## config.mk

```make
export PLATFORM = sky130hd
export DESIGN_NAME = div_sched_flat
export DESIGN_NICKNAME = d
export VERILOG_FILES = /design/src/rtl/div_sched_if.sv /design/src/rtl/div_sched.sv /design/src/flat_wrapper.sv
export SDC_FILE = /design/constraint.sdc
export NUM_CORES = 1
export LEC_CHECK = 0
export ABC_AREA = 1
export CAP_MARGIN = 20
export CORE_ASPECT_RATIO = 1.25
export CORE_MARGIN = 5
export CORE_UTILIZATION = 30
export DETAILED_ROUTE_END_ITERATION = 10
export PLACE_DENSITY = 0.74
export SLEW_MARGIN = 20
export SYNTH_ARGS = -nofsm -noshare
export SYNTH_HDL_FRONTEND = slang
export SYNTH_SLANG_ARGS = --single-unit
```

## constraint.sdc

```tcl
create_clock -name clk -period 4.5 [get_ports clk]
set_clock_uncertainty 0.15 [all_clocks]
set_input_delay 1.125 -clock clk [delete_from_list [all_inputs] [get_ports clk]]
set_output_delay 1.125 -clock clk [all_outputs]
set_load 0.03 [all_outputs]
```

## src/rtl/div_sched_if.sv

```systemverilog
// Bundles the request, response and divider-side signals of the divider scheduler.
// slave is the scheduler's view; master is the view of whatever surrounds it.
interface div_sched_if #(
    parameter int XLEN  = 32,
    parameter int TAG_W = 5
);
    logic             req0_valid;
    logic             req0_ready;
    logic             req0_signed;
    logic             req0_mod;
    logic [XLEN-1:0]  req0_a;
    logic [XLEN-1:0]  req0_b;
    logic [TAG_W-1:0] req0_tag;

    logic             req1_valid;
    logic             req1_ready;
    logic             req1_signed;
    logic             req1_mod;
    logic [XLEN-1:0]  req1_a;
    logic [XLEN-1:0]  req1_b;
    logic [TAG_W-1:0] req1_tag;

    logic             rsp_valid;
    logic             rsp_ready;
    logic             rsp_id;
    logic [TAG_W-1:0] rsp_tag;
    logic [XLEN-1:0]  rsp_result;
    logic             rsp_dbz;

    logic             div_start;
    logic             div_signed;
    logic [XLEN-1:0]  div_dividend;
    logic [XLEN-1:0]  div_divisor;
    logic             div_busy;
    logic             div_done;
    logic             div_dbz;
    logic [XLEN-1:0]  div_quotient;
    logic [XLEN-1:0]  div_remainder;

    modport slave (
        input  req0_valid, req0_signed, req0_mod, req0_a, req0_b, req0_tag,
        output req0_ready,
        input  req1_valid, req1_signed, req1_mod, req1_a, req1_b, req1_tag,
        output req1_ready,
        output rsp_valid, rsp_id, rsp_tag, rsp_result, rsp_dbz,
        input  rsp_ready,
        output div_start, div_signed, div_dividend, div_divisor,
        input  div_busy, div_done, div_dbz, div_quotient, div_remainder
    );

    modport master (
        output req0_valid, req0_signed, req0_mod, req0_a, req0_b, req0_tag,
        input  req0_ready,
        output req1_valid, req1_signed, req1_mod, req1_a, req1_b, req1_tag,
        input  req1_ready,
        input  rsp_valid, rsp_id, rsp_tag, rsp_result, rsp_dbz,
        output rsp_ready,
        input  div_start, div_signed, div_dividend, div_divisor,
        output div_busy, div_done, div_dbz, div_quotient, div_remainder
    );
endinterface

```

## src/rtl/div_sched.sv

```systemverilog
// Round-robin scheduler sharing one iterative divider between two requesters,
// with flush cancellation and draining of results that arrive after a cancel.
module div_sched #(
    parameter int XLEN  = 32,
    parameter int TAG_W = 5
) (
    input  logic       clk,
    input  logic       reset,
    input  logic       flush,
    output logic       idle,
    div_sched_if.slave bus
);
    typedef enum logic [2:0] {
        S_IDLE,
        S_ISSUE,
        S_WAIT,
        S_RESP,
        S_DRAIN
    } state_t;

    state_t           r_state;
    logic             r_lastId;
    logic             r_id;
    logic             r_signed;
    logic             r_mod;
    logic [XLEN-1:0]  r_a;
    logic [XLEN-1:0]  r_b;
    logic [TAG_W-1:0] r_tag;
    logic [XLEN-1:0]  r_result;
    logic             r_dbz;
    logic             r_rspValid;
    logic             r_idle;

    logic             w_grant;
    logic             w_accept;
    logic             w_start;
    logic             w_selSigned;
    logic             w_selMod;
    logic [XLEN-1:0]  w_selA;
    logic [XLEN-1:0]  w_selB;
    logic [TAG_W-1:0] w_selTag;

    // On a tie the requester that did not win last time gets the grant.
    assign w_grant  = (bus.req0_valid && bus.req1_valid) ? ~r_lastId : bus.req1_valid;
    assign w_accept = (r_state == S_IDLE) && !flush &&
                      (w_grant ? bus.req1_valid : bus.req0_valid);
    assign w_start  = (r_state == S_ISSUE) && !flush && !bus.div_busy;

    assign w_selSigned = w_grant ? bus.req1_signed : bus.req0_signed;
    assign w_selMod    = w_grant ? bus.req1_mod    : bus.req0_mod;
    assign w_selA      = w_grant ? bus.req1_a      : bus.req0_a;
    assign w_selB      = w_grant ? bus.req1_b      : bus.req0_b;
    assign w_selTag    = w_grant ? bus.req1_tag    : bus.req0_tag;

    assign bus.req0_ready   = (r_state == S_IDLE) && !flush && !w_grant;
    assign bus.req1_ready   = (r_state == S_IDLE) && !flush &&  w_grant;
    assign bus.rsp_valid    = r_rspValid;
    assign bus.rsp_id       = r_id;
    assign bus.rsp_tag      = r_tag;
    assign bus.rsp_result   = r_result;
    assign bus.rsp_dbz      = r_dbz;
    assign bus.div_start    = w_start;
    assign bus.div_signed   = r_signed;
    assign bus.div_dividend = r_a;
    assign bus.div_divisor  = r_b;
    assign idle             = r_idle;

    // Flush overrides every transition; a busy divider left over from a
    // cancelled or reset operation holds us in ISSUE until it frees up.
    always_ff @(posedge clk or posedge reset) begin
        if (reset) begin
            r_state    <= S_IDLE;
            r_lastId   <= 1'b1;
            r_id       <= 1'b0;
            r_signed   <= 1'b0;
            r_mod      <= 1'b0;
            r_a        <= '0;
            r_b        <= '0;
            r_tag      <= '0;
            r_result   <= '0;
            r_dbz      <= 1'b0;
            r_rspValid <= 1'b0;
            r_idle     <= 1'b1;
        end else begin
            case (r_state)
                S_IDLE: begin
                    if (w_accept) begin
                        r_lastId <= w_grant;
                        r_id     <= w_grant;
                        r_signed <= w_selSigned;
                        r_mod    <= w_selMod;
                        r_a      <= w_selA;
                        r_b      <= w_selB;
                        r_tag    <= w_selTag;
                        r_state  <= S_ISSUE;
                        r_idle   <= 1'b0;
                    end
                end
                S_ISSUE: begin
                    if (flush) begin
                        r_state <= S_IDLE;
                        r_idle  <= 1'b1;
                    end else if (!bus.div_busy) begin
                        r_state <= S_WAIT;
                    end
                end
                S_WAIT: begin
                    if (bus.div_done) begin
                        if (flush) begin
                            r_state <= S_IDLE;
                            r_idle  <= 1'b1;
                        end else begin
                            r_result   <= r_mod ? bus.div_remainder : bus.div_quotient;
                            r_dbz      <= bus.div_dbz;
                            r_rspValid <= 1'b1;
                            r_state    <= S_RESP;
                        end
                    end else if (flush) begin
                        r_state <= S_DRAIN;
                    end
                end
                S_RESP: begin
                    if (flush || bus.rsp_ready) begin
                        r_rspValid <= 1'b0;
                        r_state    <= S_IDLE;
                        r_idle     <= 1'b1;
                    end
                end
                S_DRAIN: begin
                    if (bus.div_done) begin
                        r_state <= S_IDLE;
                        r_idle  <= 1'b1;
                    end
                end
                default: begin
                    r_rspValid <= 1'b0;
                    r_state    <= S_IDLE;
                    r_idle     <= 1'b1;
                end
            endcase
        end
    end
endmodule

```

## src/flat_wrapper.sv

```systemverilog
// flat-port wrapper written by rule: the top's interface ports become plain ports
module div_sched_flat 
#(
    parameter int XLEN  = 32,
    parameter int TAG_W = 5
)
  (clk, reset, flush, idle, bus_req0_valid, bus_req0_signed, bus_req0_mod, bus_req0_a, bus_req0_b, bus_req0_tag, bus_req0_ready, bus_req1_valid, bus_req1_signed, bus_req1_mod, bus_req1_a, bus_req1_b, bus_req1_tag, bus_req1_ready, bus_rsp_valid, bus_rsp_id, bus_rsp_tag, bus_rsp_result, bus_rsp_dbz, bus_rsp_ready, bus_div_start, bus_div_signed, bus_div_dividend, bus_div_divisor, bus_div_busy, bus_div_done, bus_div_dbz, bus_div_quotient, bus_div_remainder);
  div_sched_if #(.XLEN(XLEN), .TAG_W(TAG_W)) bus_i ();
  input  logic clk;
  input  logic reset;
  input  logic flush;
  output logic idle;
  input wire logic [$bits(bus_i.req0_valid)-1:0] bus_req0_valid;
  input wire logic [$bits(bus_i.req0_signed)-1:0] bus_req0_signed;
  input wire logic [$bits(bus_i.req0_mod)-1:0] bus_req0_mod;
  input wire logic [$bits(bus_i.req0_a)-1:0] bus_req0_a;
  input wire logic [$bits(bus_i.req0_b)-1:0] bus_req0_b;
  input wire logic [$bits(bus_i.req0_tag)-1:0] bus_req0_tag;
  output wire logic [$bits(bus_i.req0_ready)-1:0] bus_req0_ready;
  input wire logic [$bits(bus_i.req1_valid)-1:0] bus_req1_valid;
  input wire logic [$bits(bus_i.req1_signed)-1:0] bus_req1_signed;
  input wire logic [$bits(bus_i.req1_mod)-1:0] bus_req1_mod;
  input wire logic [$bits(bus_i.req1_a)-1:0] bus_req1_a;
  input wire logic [$bits(bus_i.req1_b)-1:0] bus_req1_b;
  input wire logic [$bits(bus_i.req1_tag)-1:0] bus_req1_tag;
  output wire logic [$bits(bus_i.req1_ready)-1:0] bus_req1_ready;
  output wire logic [$bits(bus_i.rsp_valid)-1:0] bus_rsp_valid;
  output wire logic [$bits(bus_i.rsp_id)-1:0] bus_rsp_id;
  output wire logic [$bits(bus_i.rsp_tag)-1:0] bus_rsp_tag;
  output wire logic [$bits(bus_i.rsp_result)-1:0] bus_rsp_result;
  output wire logic [$bits(bus_i.rsp_dbz)-1:0] bus_rsp_dbz;
  input wire logic [$bits(bus_i.rsp_ready)-1:0] bus_rsp_ready;
  output wire logic [$bits(bus_i.div_start)-1:0] bus_div_start;
  output wire logic [$bits(bus_i.div_signed)-1:0] bus_div_signed;
  output wire logic [$bits(bus_i.div_dividend)-1:0] bus_div_dividend;
  output wire logic [$bits(bus_i.div_divisor)-1:0] bus_div_divisor;
  input wire logic [$bits(bus_i.div_busy)-1:0] bus_div_busy;
  input wire logic [$bits(bus_i.div_done)-1:0] bus_div_done;
  input wire logic [$bits(bus_i.div_dbz)-1:0] bus_div_dbz;
  input wire logic [$bits(bus_i.div_quotient)-1:0] bus_div_quotient;
  input wire logic [$bits(bus_i.div_remainder)-1:0] bus_div_remainder;
  assign bus_i.req0_valid = bus_req0_valid;
  assign bus_i.req0_signed = bus_req0_signed;
  assign bus_i.req0_mod = bus_req0_mod;
  assign bus_i.req0_a = bus_req0_a;
  assign bus_i.req0_b = bus_req0_b;
  assign bus_i.req0_tag = bus_req0_tag;
  assign bus_req0_ready = bus_i.req0_ready;
  assign bus_i.req1_valid = bus_req1_valid;
  assign bus_i.req1_signed = bus_req1_signed;
  assign bus_i.req1_mod = bus_req1_mod;
  assign bus_i.req1_a = bus_req1_a;
  assign bus_i.req1_b = bus_req1_b;
  assign bus_i.req1_tag = bus_req1_tag;
  assign bus_req1_ready = bus_i.req1_ready;
  assign bus_rsp_valid = bus_i.rsp_valid;
  assign bus_rsp_id = bus_i.rsp_id;
  assign bus_rsp_tag = bus_i.rsp_tag;
  assign bus_rsp_result = bus_i.rsp_result;
  assign bus_rsp_dbz = bus_i.rsp_dbz;
  assign bus_i.rsp_ready = bus_rsp_ready;
  assign bus_div_start = bus_i.div_start;
  assign bus_div_signed = bus_i.div_signed;
  assign bus_div_dividend = bus_i.div_dividend;
  assign bus_div_divisor = bus_i.div_divisor;
  assign bus_i.div_busy = bus_div_busy;
  assign bus_i.div_done = bus_div_done;
  assign bus_i.div_dbz = bus_div_dbz;
  assign bus_i.div_quotient = bus_div_quotient;
  assign bus_i.div_remainder = bus_div_remainder;
  div_sched #(.XLEN(XLEN), .TAG_W(TAG_W)) u_core (.clk(clk), .reset(reset), .flush(flush), .idle(idle), .bus(bus_i));
endmodule
```

# == Word-level counts from Yosys, hierarchy flattened ==
# Cells that the tools add are included.
# classes
n_eq_ne,11
n_mux,27
bitwise,3
n_reduce_logical,18
# op_table
operator,count
32-bit two-way mux,3
3-bit two-way mux,7
3-bit one-hot mux with 5 select lines,1
1-bit two-way mux,12
4-bit AND reduction,2
1-bit logical AND,7
3-bit by 2-bit equality test with 1-bit output (second input constant),2
2-bit inequality test (second input constant),3
3-bit inequality test (second input constant),2
5-bit two-way mux,1
1-bit one-hot mux with 5 select lines,1
5-bit AND reduction,1
2-bit by 1-bit inequality test with 1-bit output (second input constant),2
3-bit by 1-bit equality test with 1-bit output (second input constant),1
3-bit equality test (second input constant),1
1-bit logical NOT,3
3-bit logical NOT,1
1-bit NOT,3
1-bit one-hot mux with 3 select lines,1
3-bit AND reduction,1
3-bit OR reduction,1
2-bit two-way mux,1
2-bit AND reduction,1
1-bit logical OR,1
# totals
reg_bits,111
inputBits,215
out_inout_bits,109
word_cells,71

# == Longest topological paths before layout ==
# Gate-level depths: netlist of run 1.
# logic_depth
word_depth,6
mapped_depth,8
mapped_depth_nobuf,8

# == Worst setup path before layout of run 1 ==
# No wires, ideal clock.
# synth_path
path_type,input port to output port
startpoint,input port bus_req0_valid
endpoint,output port bus_req0_ready
arrival_ns,2.072
required_ns,3.225
path_slack_ns,1.153
cell_stages,5
n_path_buf,1
path_cell_list,nand2_1 -> nand2_1 -> inv_2 -> clkbuf_1 -> nor2_1
# synth_between
elab_chain_cells,4
# synth_lines
element,line,rtl
from (decl),flat_wrapper.sv:13,input wire logic [$bits(bus_i.req0_valid)-1:0] bus_req0_valid;
1-bit logical AND,div_sched.sv:44,assign w_grant = (bus.req0_valid && bus.req1_valid) ? ~r_lastId : bus.req1_valid;
1-bit two-way mux,div_sched.sv:44,
1-bit logical NOT,div_sched.sv:55,assign bus.req0_ready = (r_state == S_IDLE) && !flush && !w_grant;
1-bit logical AND,div_sched.sv:55,
to (decl),flat_wrapper.sv:19,output wire logic [$bits(bus_i.req0_ready)-1:0] bus_req0_ready;
# No other way between the ends.

# == Worst setup path in the final report of run 1 ==
# layout_path
startpoint,input port flush
endpoint,output port bus_div_start
# layout_between
elab_chain_cells,3
# layout_lines
element,line,rtl
from (decl),flat_wrapper.sv:11,input logic flush;
1-bit logical NOT,div_sched.sv:47,assign w_start = (r_state == S_ISSUE) && !flush && !bus.div_busy;
1-bit logical AND (2 in series),div_sched.sv:47,
to (decl),flat_wrapper.sv:33,output wire logic [$bits(bus_i.div_start)-1:0] bus_div_start;
# No other way between the ends.

==> impl_metrics.yaml, run 1 <==
floorplan:
  core_region_area_um2: 17600
  rows: 54
  die_x_um: 130
  dieArea_um2: 20700
  io_pins: 324
  start_util: 0.306
  die_y_um: 160
clock_tree:
  cts_resized: 0
  cts_hold_buf: 0
  cts_tree: "done"
  clk_pin_slew_worst_paths_ns: 0.07
  insertion_delay_ns: 0.34
  postCtsSetupRepairBufs: 0
  ctsLongestPathBuffers: 2
  numClockSinks: 111
  htreeDepth: 3
  cts_buffers: 9
  root_buffer: "clkbuf_16"
placed_design:
  gp_routability_congestion: 0.780
  pre_cts_slack_ns: 0.510
  portBuffers: 323
  hpwl_um: 14300
detailed_routing:
  drtIter0Drc: 271
  vias: 5457
  drc: 0
  first_pass_iters: 5
  postRouteWirelength_um: 19300
  drtAntennaViolNets: 0
  wire_per_inst_um: 16.5
  viasPerCell: 4.68
hold_path:
  hold_path.class: "reg -> reg"
  hold_end: "u_core.r_lastId"
  min_path_cells: 2
  min_from: "u_core.r_lastId"
logic_synthesis:
  syn_area_um2: 5380
  ys_seq_area_frac: 0.517
  synthCells: 638
  post_synth_num_cell_types: 20
  avgSynthCellArea_um2: 8.43
  synth_nets: 853
  async_flop_share: 1.00
  yosysTopAreaCell: "dfrtp_1"
  ys_seq_elements: 111
  synth_area_leaders: "dfrtp_1 (51%), nand2_1 (14%), o211ai_1 (9.9%), or2_2 (8.1%), nor2_1 (5.4%)"
  synth_flop_cell: "dfrtp_1"
  yosys_warnings: 0
  synth_edf_count: 0
  synth.top_cell.area_share: 0.507
global_routing:
  busiest_layer: "met2"
  grt_max_degree: 73
  grt_pass1_vias: 5470
  antenna_found_initial: 0
  grt_overflow_total: 0
  grtUsageMet1: 0.210
  grt.met2_usage: 0.312
  grt_util_all_layers: 0.180
  grt_util_met3: 0.0641
  grt_pass1_wl_um: 29600
final_layout:
  nets: 1153
  diodes: 0
  drive_gt1_frac: 0.110
  synthToLayoutAreaGrowth_pct: 69.0
worst_setup_path:
  cp.required_ns: 3.22
  crit_type: "in -> out"
  critPathMaxFanout: 5
  r2r_cells: 4
  cp_common_cell: "clkdlybuf4s50_1"
  r2r_slack_ns: 2.15
  max_stage_delay_ns: 0.69
  crit_family: "buffers and inverters"
  crit_path_start_kind: "primary input"
  critPathBufInv: 3
  reg2reg_from: "u_core.r_mod"
  crit_slowest_cell: "clkdlybuf4s50_1"
  path_cells: "clkdlybuf4s50_1 > inv_1 > nand2_1 > nor2_1 > clkdlybuf4s50_1"
  r2r_end: "u_core.bus.rsp_result[0]"
  cp_data_arrival_time_ns: 2.71
  cp-end-kind: "output port"
sta:
  max_freq_mhz: 251
  min_period_over_period: 0.885
  setup_ws_ns: 0.515
  timing.hold.ws_ns: 0.319
  worst_slew_pin_slew_ns: 0.978
  final-max-slew-violation-count: 0
  grt_setup_unrepaired: "false"
  fin_crit_ns: 3.98
  setup-tns-final_ns: 0
  final-setup-viol-count: 0
  max_slew_margin: 0.344
  final_hold_viol_count: 0
power_and_ir_drop:
  powerDensity_nw_per_um2: 643
  clockPowerShare: 0.133
  switching_share: 0.448
  power_frac_seq: 0.300
  pwr-share-comb: 0.566
  p_int_w: 0.00322
  power_leakage_nw: 4.02
  vdd_drop_max_mv: 0.319
  switching_power_w: 0.00262
flow_run:
  cap_violations: 0
run_status:
  status: "finished, final reports clean"
==> area by class of cell <==
class	instances	area, um2
multi-input cells	471	2370
clock inverters	5	42.5
clock buffers	11	243
flip-flops and latches	111	2780
fillers	1642	8480
repair buffers	331	3310
well taps	224	280
inverters	14	55.1
==> power by group through the flow <==
stage	clock, W	sequential, W	combinational [W]
final	0.000778	0.00175	0.00331
after CTS	0.000805	0.00176	0.00335
after global routing	0.000847	0.00182	0.00357
after detailed placement	0	0.00177	0.00334
after global placement	0	0.00175	0.00332
after floorplan	0	0.00266	0.000980
==> Yosys cell counts (all sizes together), types with 7 or more instances <==
cell type / number
o31ai: 32
nand3: 7
or2: 70
dfrtp: 109
nand2: 204
buf: 13
o211ai: 71
inv: 14
nor2: 79
clkbuf: 29
==> cells in the final DEF (no fill, tap or decap), types with 3 or more instances in the layout <==
cell type / instances
clkbuf_16: 9
clkdlybuf4s50_1: 321
buf_4: 8
nand3_1: 6
inv_1: 10
nor2_1: 78
dfrtp_1: 109
nand2_1: 203
o31ai_1: 32
or2_2: 70
o211ai_1: 71
clkinv_4: 3
==> cells by family (layout without fill, tap and decap cells) <==
logic type | after synthesis | count (layout) | share of synthesized area
buffers and inverters | 56 | 361 | 0.0421
and+or+nand+nor | 364 | 364 | 0.291
AOI/OAI and AO/OA | 107 | 107 | 0.150
DFF | 111 | 111 | 0.517
==> flip-flops by register name (all words and copies together), names as in the netlist <==
name                     count
u_core.bus.div_dividend     32
u_core.bus.div_divisor      32
u_core.bus.div_signed        1
u_core.bus.rsp_dbz           1
u_core.bus.rsp_id            1
u_core.bus.rsp_result       32
u_core.bus.rsp_tag           5
u_core.bus.rsp_valid         1
u_core.idle                  1
u_core.r_lastId              1
u_core.r_mod                 1
u_core.r_state               3
==> worst max-delay path by stage <==
stage / endpoint / cells past startpoint / start / slack (ns)
floorplan: u_core.bus.div_dividend[0] / 1 / reset / 0.30
global placement: bus_div_start / 5 / flush / 0.53
detailed placement: bus_div_start / 5 / flush / 0.51
CTS: bus_div_start / 5 / flush / 0.51
global route: bus_div_start / 5 / flush / 0.43
finish: bus_div_start / 5 / flush / 0.52
==> tightest hold or removal path, stage by stage, from the launching register on <==
cell and delay (ns):
dfstp_2 0.37, nand2_1 0.06, nand2_1 0.04
==> through the flow <==
stage / power [W] / cell area, um2 / utilization / std cells
final: 0.00584 / 9090 / 0.517 / 1167
after global placement: 0.00506 / 8800 / 0.501 / 1151
after floorplan: 0.00364 / 5380 / - / 638
after global routing: 0.00623 / 9090 / 0.517 / 1167
after detailed placement: 0.00511 / 8800 / 0.501 / 1151
after CTS: 0.00591 / 9090 / 0.517 / 1167
==> metal layers <==
metal  vias to the layer above  part of all wire
met4                         0             0.017
met5                         -                 0
met2                       238              0.49
met1                      2485              0.39
met3                        19              0.11
li1                       2715                 -
Power figures use the tool's default switching activity.
==> inputs of run 2 (changes only) <==
--- a/config.mk
+++ b/config.mk
@@ -6,5 +6,4 @@
 export NUM_CORES = 1
 export LEC_CHECK = 0
-export ABC_AREA = 1
 export CAP_MARGIN = 20
 export CORE_ASPECT_RATIO = 1.25
@@ -12,5 +11,6 @@
 export CORE_UTILIZATION = 30
 export DETAILED_ROUTE_END_ITERATION = 10
-export PLACE_DENSITY = 0.74
+export MAX_ROUTING_LAYER = met4
+export PLACE_DENSITY = 0.75
 export SLEW_MARGIN = 20
 export SYNTH_ARGS = -nofsm -noshare
--- a/constraint.sdc
+++ b/constraint.sdc
@@ -3,3 +3,3 @@
 set_input_delay 1.125 -clock clk [delete_from_list [all_inputs] [get_ports clk]]
 set_output_delay 1.125 -clock clk [all_outputs]
-set_load 0.03 [all_outputs]
+set_load 0.01 [all_outputs]
==> impl_metrics.yaml, run 2 <==
run_status:
  status: "finished, final reports clean"
global_routing:
  grt_util_all_layers: 0.166
  grt_max_degree: 93
  grt_pass1_wl_um: 25200
  grt_overflow_total: 0
  antenna_found_initial: 0
  grt_pass1_vias: 4900
worst_setup_path:
  reg2reg_from: "u_core.r_state[0]"
  r2r_slack_ns: 2.08
  crit_type: "in -> out"
  cp-end-kind: "output port"
  critPathMaxFanout: 7
  crit_path_start_kind: "primary input"
  cp.required_ns: 3.22
  cp_data_arrival_time_ns: 2.89
  r2r_cells: 5
  r2r_end: "u_core.bus.div_divisor[29]"
logic_synthesis:
  synth_area_leaders: "dfrtp_1 (53%), mux2i_1 (20%), a21oi_1 (10%), nor2_1 (7.9%), buf_2 (2.6%)"
  ys_seq_elements: 111
  async_flop_share: 1.00
  ys_seq_area_frac: 0.537
  synth_nets: 718
  yosysTopAreaCell: "dfrtp_1"
  synth_flop_cell: "dfrtp_1"
  post_synth_num_cell_types: 34
  synth.top_cell.area_share: 0.527
  synthCells: 503
  avgSynthCellArea_um2: 10.3
  synth_edf_count: 0
  yosys_warnings: 0
  ys_top_cells_by_count: "dfrtp_1 (109), nor2_1 (109), a21oi_1 (106)"
  syn_area_um2: 5180
clock_tree:
  cts_resized: 0
  numClockSinks: 111
  ctsLongestPathBuffers: 2
  cts_hold_buf: 0
  postCtsSetupRepairBufs: 0
  cts_buffers: 9
  cts_tree: "done"
  insertion_delay_ns: 0.35
  root_buffer: "clkbuf_16"
  htreeDepth: 3
  clk_pin_slew_worst_paths_ns: 0.08
detailed_routing:
  drc: 0
  drtIter0Drc: 232
  vias: 4769
  drtAntennaViolNets: 0
  postRouteWirelength_um: 16700
  wire_per_inst_um: 16.2
  first_pass_iters: 4
  viasPerCell: 4.63
final_layout:
  layout_commonest_cell: "clkdlybuf4s50_1"
  layout_common_cells: "clkdlybuf4s50_1 (323), nor2_1 (109), dfrtp_1 (108)"
  synthToLayoutAreaGrowth_pct: 71.5
  multi_input_area_um2: 2220
  nets: 1021
  diodes: 0
  drive_gt1_frac: 0.0358
  nFillCells: 1578
  seqCellArea_um2: 2780
power_and_ir_drop:
  power_leakage_nw: 3.71
  power.total_w: 0.00413
  powerDensity_nw_per_um2: 465
  vdd_drop_max_mv: 0.212
sta:
  min_period_over_period: 0.925
  final-max-slew-violation-count: 0
  max_slew_margin: 0.362
  grt_setup_unrepaired: "false"
  max_freq_mhz: 240
  final-setup-viol-count: 0
  final_hold_viol_count: 0
  setup-tns-final_ns: 0
  fin_crit_ns: 4.16
  worst_slew_pin_slew_ns: 0.956
placed_design:
  hpwl_um: 13200
  gp_routability_congestion: 0.805
  portBuffers: 323
hold_path:
  min_path_cells: 1
  hold_path.class: "reg -> reg"
  hold_end: "u_core.bus.rsp_valid"
  min_from: "u_core.bus.rsp_valid"
floorplan:
  rows: 53
  io_pins: 324
  start_util: 0.306
  core_region_area_um2: 16900
  die_y_um: 157
  die_x_um: 128
  dieArea_um2: 20000
flow_run:
  cap_violations: 0
==> run 2: cell count changes in the layout (fill, tap and decap cells not counted), moves of 6 or more <==
| cell | change |
|---|---|
| nand3_1 | -6 |
| or2_2 | -70 |
| o211ai_1 | -70 |
| mux2i_1 | +103 |
| nor2_1 | +31 |
| a21oi_1 | +105 |
| inv_1 | -9 |
| o31ai_1 | -32 |
| nand2_1 | -198 |
==> run 2: metrics by stage <==
step	hold WS, ns	worst slack (ns)	instances	instance area (um2)	util
after floorplan	0.353	0.298	503	5180	-
after global placement	0.314	0.419	1015	8610	0.509
after detailed placement	0.323	0.372	1015	8610	0.509
after CTS	0.341	0.354	1031	8880	0.525
after global routing	0.364	0.271	1031	8880	0.525
final	0.335	0.339	1031	8880	0.525
==> run 2: critical path, cell delays in order <==
cell and delay, ns:
clkdlybuf4s50_1 0.45, buf_4 0.18, nor4_1 0.37, and2_1 0.22
clkdlybuf4s50_1 0.54
==> run 2: layer usage <==
| metal | wire length (um) | GRT usage | vias up |
|---|---|---|---|
| met2 | 8130 | 0.283 | 243 |
| li1 | - | - | 2356 |
| met3 | 1920 | 0.0533 | 23 |
| met5 | 0 | - | - |
| met1 | 6340 | 0.183 | 2147 |
| met4 | 299 | 0.0567 | 0 |
==> run 2: area by class of cell <==
type / instances / share of cell area
clock buffer: 12 / 0.0266
clock inverter: 4 / 0.00366
inverter: 2 / 0.00113
multi-input combinational: 352 / 0.250
sequential: 111 / 0.313
tap: 220 / 0.0310
timing repair buffer: 330 / 0.374
==> run 2: worst max path at each step <==
stage	start	cells past startpoint	to	slack, ns
final	flush	5	bus_req1_ready	0.34
after detailed placement	flush	5	bus_req1_ready	0.37
after floorplan	reset	1	u_core.bus.div_dividend[0]	0.30
after CTS	flush	5	bus_req1_ready	0.35
after global routing	flush	5	bus_req1_ready	0.27
after global placement	flush	5	bus_req1_ready	0.42
==> run 2: power by group <==
| part | internal (W) | switching [W] |
|---|---|---|
| sequential | 0.00136 | 0.000235 |
| clock | 0.000381 | 0.000366 |
| combinational | 0.00106 | 0.000734 |
| total | 0.00280 | 0.00133 |
==> run 2: cell families after synthesis <==
logic type	Yosys count	share of synthesized area
xor gates and xnor gates	1	0.00169
muxes	104	0.201
AOI/OAI and AO/OA	121	0.124
buffers and inverters	40	0.0370
and+or+nand+nor	126	0.0991
DFF	111	0.537
==> inputs of run 3 (changes only) <==
Settings changed: CORE_AREA from default to 2 2 125 127, CORE_ASPECT_RATIO 1.25 to default, CORE_MARGIN 5 to default, CORE_UTILIZATION 30 to default, DIE_AREA from default to 0 0 127 129, PLACE_DENSITY 0.75 to 0.83.
==> impl_metrics.yaml, run 3 (synthesis gave the netlist of run 2 again) <==
clock_tree:
  clk_pin_slew_worst_paths_ns: 0.07
  numClockSinks: 111
  insertion_delay_ns: 0.34
  cts_tree: "done"
  cts_buffers: 9
  cts_hold_buf: 0
  htreeDepth: 3
  ctsLongestPathBuffers: 2
  cts_resized: 0
  root_buffer: "clkbuf_16"
  postCtsSetupRepairBufs: 0
worst_setup_path:
  cp.required_ns: 3.22
  cp-end-kind: "output port"
  reg2reg_from: "u_core.r_state[0]"
  r2r_slack_ns: 2.03
  cp_data_arrival_time_ns: 2.84
  startpoint: "flush"
  max_stage_delay_ns: 0.54
  r2r_end: "u_core.bus.div_dividend[21]"
  r2r_cells: 5
  crit_end: "bus_req1_ready"
  crit_type: "in -> out"
  cp_common_cell: "clkdlybuf4s50_1"
  crit_path_start_kind: "primary input"
  crit_slowest_cell: "clkdlybuf4s50_1"
  path_cells: "clkdlybuf4s50_1 > buf_4 > nor4_1 > and2_1 > clkdlybuf4s50_1"
  critPathMaxFanout: 8
floorplan:
  core_region_area_um2: 15000
  die_x_um: 127
  io_pins: 324
  die_y_um: 129
  start_util: 0.346
  rows: 45
  dieArea_um2: 16400
power_and_ir_drop:
  powerDensity_nw_per_um2: 470
  vdd_drop_max_mv: 0.269
  power.total_w: 0.00419
  power_leakage_nw: 3.75
detailed_routing:
  first_pass_iters: 5
  viasPerCell: 4.86
  vias: 4879
  postRouteWirelength_um: 16000
  wire_per_inst_um: 15.9
  drc: 0
  drtAntennaViolNets: 0
  drtIter0Drc: 178
placed_design:
  gp_routability_congestion: 0.891
  portBuffers: 323
  hpwl_um: 12500
global_routing:
  grt_max_degree: 67
  antenna_found_initial: 0
  grt_pass1_wl_um: 24500
  grt_overflow_total: 0
  grt_util_all_layers: 0.197
  grt_pass1_vias: 4732
sta:
  max_freq_mhz: 243
  worst_slew_pin_slew_ns: 0.942
  grt_setup_unrepaired: "false"
  timing.hold.ws_ns: 0.360
  max_slew_margin: 0.372
  setup-tns-final_ns: 0
  fin_crit_ns: 4.11
  final-max-slew-violation-count: 0
  final_hold_viol_count: 0
  min_period_over_period: 0.913
  final-setup-viol-count: 0
run_status:
  status: "finished, final reports clean"
final_layout:
  layout_commonest_cell: "clkdlybuf4s50_1"
  diodes: 0
  seqCellArea_um2: 2780
  nets: 1026
  multi_input_area_um2: 2220
  synthToLayoutAreaGrowth_pct: 72.3
  nFillCells: 1272
  fin_util: 0.596
  layout_common_cells: "clkdlybuf4s50_1 (323), nor2_1 (109), dfrtp_1 (108)"
  drive_gt1_frac: 0.0441
hold_path:
  hold_path.class: "reg -> reg"
flow_run:
  cap_violations: 0
==> run 3: cell count changes in the layout (fill, tap and decap cells not counted), sizes merged <==
cell | previous run | this run
clkinv | 0 | 1
bufinv | 0 | 1
clkinvlp | 2 | 3
buf | 7 | 12
inv | 4 | 2
clkbuf | 12 | 11
==> run 3: worst min path at each step <==
stage	start	endpoint	slack, ns	depth (start not counted)
3_3_place_gp	u_core.bus.rsp_valid	u_core.bus.rsp_valid	0.31	1
5_1_grt	u_core.bus.rsp_dbz	u_core.bus.rsp_dbz	0.39	1
6_report	u_core.bus.rsp_valid	u_core.bus.rsp_valid	0.36	1
4_1_cts	u_core.bus.rsp_dbz	u_core.bus.rsp_dbz	0.37	1
3_5_place_dp	u_core.bus.rsp_valid	u_core.bus.rsp_valid	0.33	1
2_1_floorplan	u_core.r_lastId	u_core.r_lastId	0.35	2
==> run 3: final cells by class <==
class | instances | area share
multi-input combinational | 352 | 0.249
inverter | 2 | 0.00112
timing repair buffer | 335 | 0.378
clock buffer | 11 | 0.0272
sequential | 111 | 0.312
tap | 188 | 0.0264
clock inverter | 5 | 0.00645
==> run 3: power by group <==
group,switching [W],internal (W),total [W]
clock network,0.000354,0.000447,0.000801
logic,0.000723,0.00107,0.00179
registers,0.000242,0.00136,0.00160
total,0.00132,0.00287,0.00419
==> run 3: layer usage <==
metal	global-route usage	vias up	wire, um	share of wire
met2	0.345	239	8210	0.51
met3	0.0536	21	1470	0.092
met1	0.215	2256	6020	0.38
li1	-	2363	-	-
met4	0.0711	0	285	0.018
met5	-	-	0	0
==> run 3: critical path, delay by kind of cell <==
family                 cells  cell delay [ns]
buffers and inverters      3             1.14
and+or+nand+nor            2             0.57
==> run 3: per-stage QoR <==
stage / cells / setup WS [ns] / cell area [um2]
2_1_floorplan: 503 / 0.298 / 5180
3_3_place_gp: 988 / 0.494 / 8620
5_1_grt: 1004 / 0.276 / 8920
6_report: 1004 / 0.389 / 8920
4_1_cts: 1004 / 0.391 / 8920
3_5_place_dp: 988 / 0.391 / 8620
